--- src/rtl/i8228_sysctl.sv ---
// 8228-style system controller: latches the 8080 status byte on the
// generator's strobe, produces registered active-low bus commands,
// splits the CPU data bus into CPU-side and system-side paths, and
// optionally supplies RST 7 or a 3-byte CALL during interrupt acknowledge.
module i8228_sysctl #(
  parameter int          INT_MODE   = 1,
  parameter logic [15:0] INT_VECTOR = 16'h0038
) (
  input  logic       clk,
  input  logic       reset_n,
  input  logic       ststb_n,
  input  logic       dbin,
  input  logic       wr_n,
  input  logic       busen_n,
  input  logic [7:0] cpu_dout,
  output logic [7:0] cpu_din,
  input  logic [7:0] sys_din,
  output logic [7:0] sys_dout,
  output logic [7:0] status,
  output logic       memr_n,
  output logic       memw_n,
  output logic       ior_n,
  output logic       iow_n,
  output logic       inta_n
);

  typedef enum logic [1:0] {
    IDLE = 2'd0,
    B1   = 2'd1,
    B2   = 2'd2
  } inj_t;

  inj_t inj_state;
  logic dbin_q;

  // Byte placed on the CPU bus while an acknowledge is being answered.
  function automatic logic [7:0] inject_byte(input inj_t s);
    logic [7:0] b;
    if (INT_MODE == 1) begin
      b = 8'hFF;
    end else begin
      case (s)
        IDLE:    b = 8'hCD;
        B1:      b = INT_VECTOR[7:0];
        B2:      b = INT_VECTOR[15:8];
        default: b = 8'hCD;
      endcase
    end
    return b;
  endfunction

  // Status latch, write-data holding register and registered commands.
  // The strobe phase and a released bus both force every command inactive.
  always_ff @(posedge clk or negedge reset_n) begin
    if (!reset_n) begin
      status   <= 8'h00;
      sys_dout <= 8'h00;
      memr_n   <= 1'b1;
      memw_n   <= 1'b1;
      ior_n    <= 1'b1;
      iow_n    <= 1'b1;
      inta_n   <= 1'b1;
    end else begin
      if (!ststb_n) status <= cpu_dout;
      if (!wr_n && !busen_n) sys_dout <= cpu_dout;
      if (!ststb_n || busen_n) begin
        memr_n <= 1'b1;
        memw_n <= 1'b1;
        ior_n  <= 1'b1;
        iow_n  <= 1'b1;
        inta_n <= 1'b1;
      end else begin
        memr_n <= ~(status[7] & dbin);
        ior_n  <= ~(status[6] & dbin);
        inta_n <= ~(status[0] & dbin);
        memw_n <= ~(~wr_n & ~status[4]);
        iow_n  <= ~(~wr_n & status[4]);
      end
    end
  end

  // CALL injection sequencer: steps on each falling dbin of an acknowledge,
  // and any strobe that is not a continuation of the CALL restarts it.
  always_ff @(posedge clk or negedge reset_n) begin
    if (!reset_n) begin
      inj_state <= IDLE;
      dbin_q    <= 1'b0;
    end else begin
      dbin_q <= dbin;
      if (INT_MODE != 2) begin
        inj_state <= IDLE;
      end else if (!ststb_n) begin
        if (!cpu_dout[0] || cpu_dout[5]) inj_state <= IDLE;
      end else if (dbin_q && !dbin && status[0]) begin
        case (inj_state)
          IDLE:    inj_state <= B1;
          B1:      inj_state <= B2;
          B2:      inj_state <= IDLE;
          default: inj_state <= IDLE;
        endcase
      end
    end
  end

  // CPU-side read data: injected opcode/operand during acknowledge, else system bus.
  always_comb begin
    cpu_din = sys_din;
    if (INT_MODE != 0 && dbin && status[0]) cpu_din = inject_byte(inj_state);
  end

endmodule

--- config.mk ---
export PLATFORM = sky130hd
export DESIGN_NAME = i8228_sysctl
export DESIGN_NICKNAME = d
export VERILOG_FILES = /design/src/rtl/i8228_sysctl.sv
export SDC_FILE = /design/constraint.sdc
export NUM_CORES = 1
export LEC_CHECK = 0
export CAP_MARGIN = 20
export CORE_MARGIN = 5
export CORE_UTILIZATION = 35
export DETAILED_ROUTE_END_ITERATION = 10
export PLACE_DENSITY = 0.89
export SYNTH_ARGS = -nofsm -noshare
export SYNTH_HDL_FRONTEND = slang
export SYNTH_SLANG_ARGS = --single-unit
--- constraint.sdc ---
create_clock -name clk -period 2.05 [get_ports clk]
set_clock_uncertainty 0.2 [all_clocks]
set_input_delay 0.205 -clock clk [delete_from_list [all_inputs] [get_ports clk]]
set_output_delay 0.205 -clock clk [all_outputs]
set_load 0.02 [all_outputs]
==> metrics.md, run 1 <==
| Metric | Value |
|---|---|
| Synth Area in Compound Gates | `0` |
| Simple-gate share of the synthesized area | `0.126` |
| Worst Path Required | `1.64 ns` |
| Status | `finished, final reports clean` |
| Initial antenna violation count | `0` |
| Setup crit end kind | `output port` |
| Vias | `651` |
| Lkg Pwr | `0.586 nW` |
| Most common cell after layout, fill and taps aside | `clkdlybuf4s50_1` |
| Setup violators final | `0` |
| Initial DRC count | `9` |
| Global-route wire length before repair | `3330 um` |
| Number of I/O pins | `51` |
| Clock Tree Buf Depth | `2` |
| Actual slew at the worst max-slew pin | `0.493 ns` |
| Max Freq | `0.505 GHz` |
| Final Wtd Congestion | `0.849` |
| Avg Cell Area, Syn | `15.3 um^2` |
| Synth unique cells | `11` |
| Multiplexer share of the synthesized area | `0.218` |
| Synth Warn # | `0` |
| Synth Cell Area | `827 um^2` |
| Final hold violations | `0` |
| Ant diodes | `0` |
| Post-CTS Hold Fix Bufs | `0` |
| Tot GR Track Use | `0.131` |
| Synth Area in XOR/XNOR | `0` |
| Clk pin slew, worst setup/hold paths | `0.11 ns` |
| Final instance area | `1400 um^2` |
| Drt total wl | `2140 um` |
| Nets | `132` |
| Total overflow reported by the global router | `0` |
| DRC Markers | `0` |
| Post-CTS setup buffers | `0` |
| Fin crit period | `1.98 ns` |
| Synth-to-Final Area Change | `69.7%` |
| Sequential area share after synthesis | `0.643` |
| Commonest cells after routing, fill and taps aside | `47 x clkdlybuf4s50_1, 16 x mux2_2, 16 x dfrtp_1` |
| Post-DP HPWL | `1670 um` |
| Max Cap Viol | `0` |
| Die Width | `58.6 um` |
| CTS sink count | `21` |
| Die height | `58.6 um` |
| Final Non-Filler Cells | `137` |
| Die area | `3440 um^2` |
| Largest net degree at the start of global routing | `22` |
| Worst skew pair latency | `0.29 ns` |
| Starting Density | `0.370` |
| Vias per cell | `4.75` |
| Port-buffer cells | `50` |
| Rel. slew slack | `0.670` |
| Share of cells above drive strength 1 | `0.266` |
| PnR worst setup slack | `0.0710 ns` |
| Largest family of logic cells by synthesized area | `multiplexers` |
| Post-CTS resize count | `0` |
| Critical path peak fanout | `8` |
| Gate Count Post-Synth | `54` |
| Setup TNS | `0 ns` |
| CORE AREA | `2230 um^2` |
| Post-synthesis adder-cell area fraction | `0` |
| Placed cell area | `1370 um^2` |
| Peak supply drop | `336 uV` |
| Crit path launch type | `input port` |
| Detail Route Antenna Nets | `0` |
| Placed insts | `133` |
| Critical Path AT | `1.57 ns` |
| Pwr/cell area | `692 nW/um^2` |
| Flops & latches, synth | `21` |
| Hold_ws | `0.0461 ns` |
| WL/cell | `15.6 um` |
| Number of H-tree levels | `1` |
| TritonCTS clock tree | `yes` |
| Root Buffer | `clkbuf_4` |
| TritonRoute pass-1 iters | `4` |
| Crit path kind | `input port to output port` |
| Slew Limit Fails | `0` |
| Vias in the first global route | `706` |
| Final period util | `0.965` |
| Row count | `17` |
| Net count after synthesis | `76` |
| HP Class | `input port to async pin` |
| Pre-CTS setup slack | `0.000694 ns` |
| TritonCTS Buffers | `3` |
## layout make-up
cell class | instances | area [um^2]
flip-flops and latches | 21 | 532
clock buffers | 3 | 22.5
well taps | 28 | 35.0
fillers | 169 | 830
clock inverters | 1 | 5.00
repair buffers | 52 | 523
multi-input cells | 32 | 287
## through the flow
step	util	power (W)
global placement	0.612	0.000788
CTS	0.624	0.000984
floorplan	-	0.000618
detailed placement	0.612	0.000795
finish	0.629	0.000972
global route	0.629	0.00103
## path summary, 6_finish.rpt
path	startpoint	endpoint	depth (start not counted)	slack (ns)
max	dbin	cpu_din[6]	4	0.07
min	reset_n	sys_dout[4]	2	0.05
max reg2reg	status[0]	status[0]	1	1.04
min reg2reg	status[6]	ior_n	1	0.25
max in group asynchronous	reset_n	ior_n	2	1.34
min in group clk	status[6]	ior_n	1	0.25
## synth_stat cells, drive strengths merged
cell	number	area, um^2
mux2	16	180
buf	1	11.3
and2b	1	7.51
nand2	1	3.75
nor2	1	11.3
nand2b	8	50.1
nand3	3	15.0
nand3b	1	7.51
dfstp	5	131
nand4b	1	8.76
dfrtp	16	400
## kinds of logic (layout without fill, tap and decap cells)
logic type	after synthesis	after routing
flip-flops	21	21
multiplexers	16	16
buffers and inverters	1	56
AND/OR/NAND/NOR	16	16
## metal layers
metal / GRT usage / wire [um] / vias up
met3: 0.0592 / 306 / 2
met2: 0.214 / 965 / 39
li1: - / - / 298
met1: 0.147 / 856 / 312
met5: 0 / 0 / -
met4: 0.0583 / 12 / 0
## flip-flops by register name, summed over array words and instances (netlist names)
signal    cells
status        8
sys_dout      8
inta_n        1
ior_n         1
iow_n         1
memr_n        1
memw_n        1
## critical path: stages
cell             delay (ns)
clkdlybuf4s50_1        0.53
nand2_2                0.14
nand2b_1               0.10
clkdlybuf4s50_1        0.60
## report_power, final
| group | internal, W | leakage (nW) | total (W) | switching (W) |
|---|---|---|---|---|
| Sequential | 0.000459 | 0.240 | 0.000482 | 0.0000237 |
| Clock | 0.0000725 | 0.0177 | 0.000187 | 0.000114 |
| Combinational | 0.000168 | 0.329 | 0.000303 | 0.000135 |
| Total | 0.000699 | 0.586 | 0.000972 | 0.000273 |
(Power assumes the default switching activity.)
==> inputs of run 2 (changes only) <==
--- a/config.mk
+++ b/config.mk
@@ -10,6 +10,7 @@
 export CORE_UTILIZATION = 35
 export DETAILED_ROUTE_END_ITERATION = 10
 export PLACE_DENSITY = 0.89
+export SKIP_LAST_GASP = 1
 export SYNTH_ARGS = -nofsm -noshare
 export SYNTH_HDL_FRONTEND = slang
 export SYNTH_SLANG_ARGS = --single-unit
==> results of run 2 <==
Final layout, timing and power as in run 1 (identical DEF).
==> inputs of run 3 (changes only) <==
--- a/config.mk
+++ b/config.mk
@@ -8,8 +8,11 @@
 export CAP_MARGIN = 20
 export CORE_MARGIN = 5
 export CORE_UTILIZATION = 35
+export CTS_CLUSTER_DIAMETER = 60
 export DETAILED_ROUTE_END_ITERATION = 10
+export HOLD_SLACK_MARGIN = 0.02
 export PLACE_DENSITY = 0.89
+export RECOVER_POWER = 100
 export SKIP_LAST_GASP = 1
 export SYNTH_ARGS = -nofsm -noshare
 export SYNTH_HDL_FRONTEND = slang
==> run 3 against run 2 <==
Against the previous run:
- routed wire length barely moved
- via count fell by 0.15%
- power fell by 2.8%
- critical path type unchanged
- critical endpoint unchanged
- largest power group unchanged
- highest routed layer unchanged
==> metrics.md, run 3 (synthesized netlist as in run 1, its figures left out) <==
| Metric | Value |
|---|---|
| Die area | `3440 um^2 (unchanged)` |
| Largest net degree at the start of global routing | `22 (unchanged)` |
| Status | `finished, final reports clean (unchanged)` |
| Post-CTS setup buffers | `0 (unchanged)` |
| WL/cell | `15.6 um (about the same)` |
| Starting Density | `0.370 (unchanged)` |
| Number of H-tree levels | `1 (unchanged)` |
| Worst Path Required | `1.64 ns (about the same)` |
| Grt met1 use | `0.147 (unchanged)` |
| Flop-to-flop setup slack | `1.04 ns (about the same)` |
| DRC Markers | `0 (unchanged)` |
| Initial DRC count | `7 (was 9)` |
| Biggest regs | `status: 8 flops, sys_dout: 8 flops (unchanged)` |
| TritonCTS clock tree | `yes (unchanged)` |
| Met2 Use GR | `0.214 (unchanged)` |
| CTS sink count | `21 (unchanged)` |
| Rel. slew slack | `0.283 (was 0.670)` |
| Detail Route Antenna Nets | `0 (unchanged)` |
| Final hold violations | `0 (unchanged)` |
| GRT Max-Usage Layer | `met2 (unchanged)` |
| Number of I/O pins | `51 (unchanged)` |
| Final Wtd Congestion | `0.849 (unchanged)` |
| WHS Path Cells | `1` |
| Fin util | `0.610 (was 0.629)` |
| Post-CTS resize count | `0 (unchanged)` |
| Peak supply drop | `328 uV (was 336 uV)` |
| Global-route wire length before repair | `3330 um (unchanged)` |
| TritonRoute pass-1 iters | `4 (unchanged)` |
| Pwr/cell area | `693 nW/um^2 (was 692 nW/um^2)` |
| Worst hold path endpoint | `ior_n` |
| Worst r2r src | `status[0] (unchanged)` |
| Vias per cell | `4.74 (was 4.75)` |
| Worst skew pair latency | `0.29 ns (about the same)` |
| PnR worst setup slack | `0.0687 ns (was 0.0710 ns)` |
| Fin crit period | `1.98 ns (about the same)` |
| Tot GR Track Use | `0.131 (unchanged)` |
| Placed insts | `133 (unchanged)` |
| Crit path kind | `input port to output port (unchanged)` |
| Lkg Pwr | `0.542 nW (was 0.586 nW)` |
| Hold Path Origin | `status[6]` |
| HP Class | `flop to flop (was input port to async pin)` |
| Vias in the first global route | `706 (unchanged)` |
| Die height | `58.6 um (unchanged)` |
| CORE AREA | `2230 um^2 (unchanged)` |
| Post-DP HPWL | `1670 um (unchanged)` |
| Crit path launch type | `input port (unchanged)` |
| Die Width | `58.6 um (unchanged)` |
| Nets | `132 (unchanged)` |
| Most common cell after layout, fill and taps aside | `dlygate4sd3_1 (was clkdlybuf4s50_1)` |
| Total overflow reported by the global router | `0 (unchanged)` |
| Pre-CTS setup slack | `0.000694 ns (unchanged)` |
| Synth-to-Final Area Change | `64.8% (was 69.7%)` |
| Drt total wl | `2140 um (about the same)` |
| Reg2Reg Depth | `1 (unchanged)` |
| R2r endpoint | `status[0] (unchanged)` |
| Clock Tree Buf Depth | `2 (unchanged)` |
| Setup violators final | `0 (unchanged)` |
| Ant diodes | `0 (unchanged)` |
| Actual slew at the worst max-slew pin | `1.08 ns (was 0.493 ns)` |
| Max Freq | `0.505 GHz (about the same)` |
| Port-buffer cells | `50 (unchanged)` |
| Share of cells above drive strength 1 | `0.239 (was 0.266)` |
| Initial antenna violation count | `0 (unchanged)` |
| Critical Path AT | `1.58 ns (was 1.57 ns)` |
| Row count | `17 (unchanged)` |
| Commonest cells after routing, fill and taps aside | `24 x dlygate4sd3_1, 23 x clkdlybuf4s50_1, 16 x mux2_2, 16 x dfrtp_1, 8 x nand2b_1 (was 47 x clkdlybuf4s50_1, 16 x mux2_2, 16 x dfrtp_1)` |
| Root Buffer | `clkbuf_4 (unchanged)` |
| Final period util | `0.966 (was 0.965)` |
| Slew Limit Fails | `0 (unchanged)` |
| Clk pin slew, worst setup/hold paths | `0.11 ns (about the same)` |
| Vias | `650 (was 651)` |
| Setup crit end kind | `output port (unchanged)` |
| Post-CTS Hold Fix Bufs | `0 (unchanged)` |
| Post-layout total power | `0.000944 W (was 0.000972 W)` |
| GRT met3 Usage | `0.0592 (unchanged)` |
| Final Non-Filler Cells | `137 (unchanged)` |
| Max Cap Viol | `0 (unchanged)` |
| TritonCTS Buffers | `3 (unchanged)` |
| Critical path peak fanout | `8 (unchanged)` |
[run 3: layout make-up]
cell class                 instances  area, um^2
fill                             179         871
sequential                        21         532
timing repair buffer              52         489
multi-input combinational         32         279
tap                               28        35.0
clock buffer                       3        22.5
clock inverter                     1        5.00
[run 3: critical path, stage by stage]
cell,delay [ns]
clkdlybuf4s50_1,0.53
nand2_2,0.14
nand2b_1,0.10
clkdlybuf4s50_1,0.60
[run 3: through the flow]
step | hold WS [ns] | setup TNS (ns) | cell area (um^2)
2_1_floorplan | -0.291 | 0 | 827
3_3_place_gp | 0.227 | 0 | 1370
3_5_place_dp | 0.247 | 0 | 1370
4_1_cts | 0.0417 | 0 | 1390
5_1_grt | 0.256 | -0.00494 | 1360
6_report | 0.246 | 0 | 1360
[run 3: report_power, final]
part	leakage [nW]	switching (W)	internal, W
clock network	0.0177	0.000114	0.0000725
logic	0.285	0.000134	0.000144
registers	0.240	0.0000216	0.000459
total	0.542	0.000269	0.000675
[run 3: layer usage]
layer	vias up	wire (um)
met3	2	301
met1	310	853
met2	41	973
met5	-	0
li1	297	-
met4	0	12
[run 3: how the worst max path moves through the flow]
stage | cells past startpoint | to | from | slack (ns)
2_1_floorplan | 2 | cpu_din[0] | status[0] | 0.78
3_3_place_gp | 4 | cpu_din[6] | dbin | 0.08
3_5_place_dp | 4 | cpu_din[1] | dbin | 0.0007
4_1_cts | 4 | cpu_din[1] | dbin | 0.003
5_1_grt | 4 | cpu_din[5] | dbin | -0.005
6_report | 4 | cpu_din[6] | dbin | 0.07
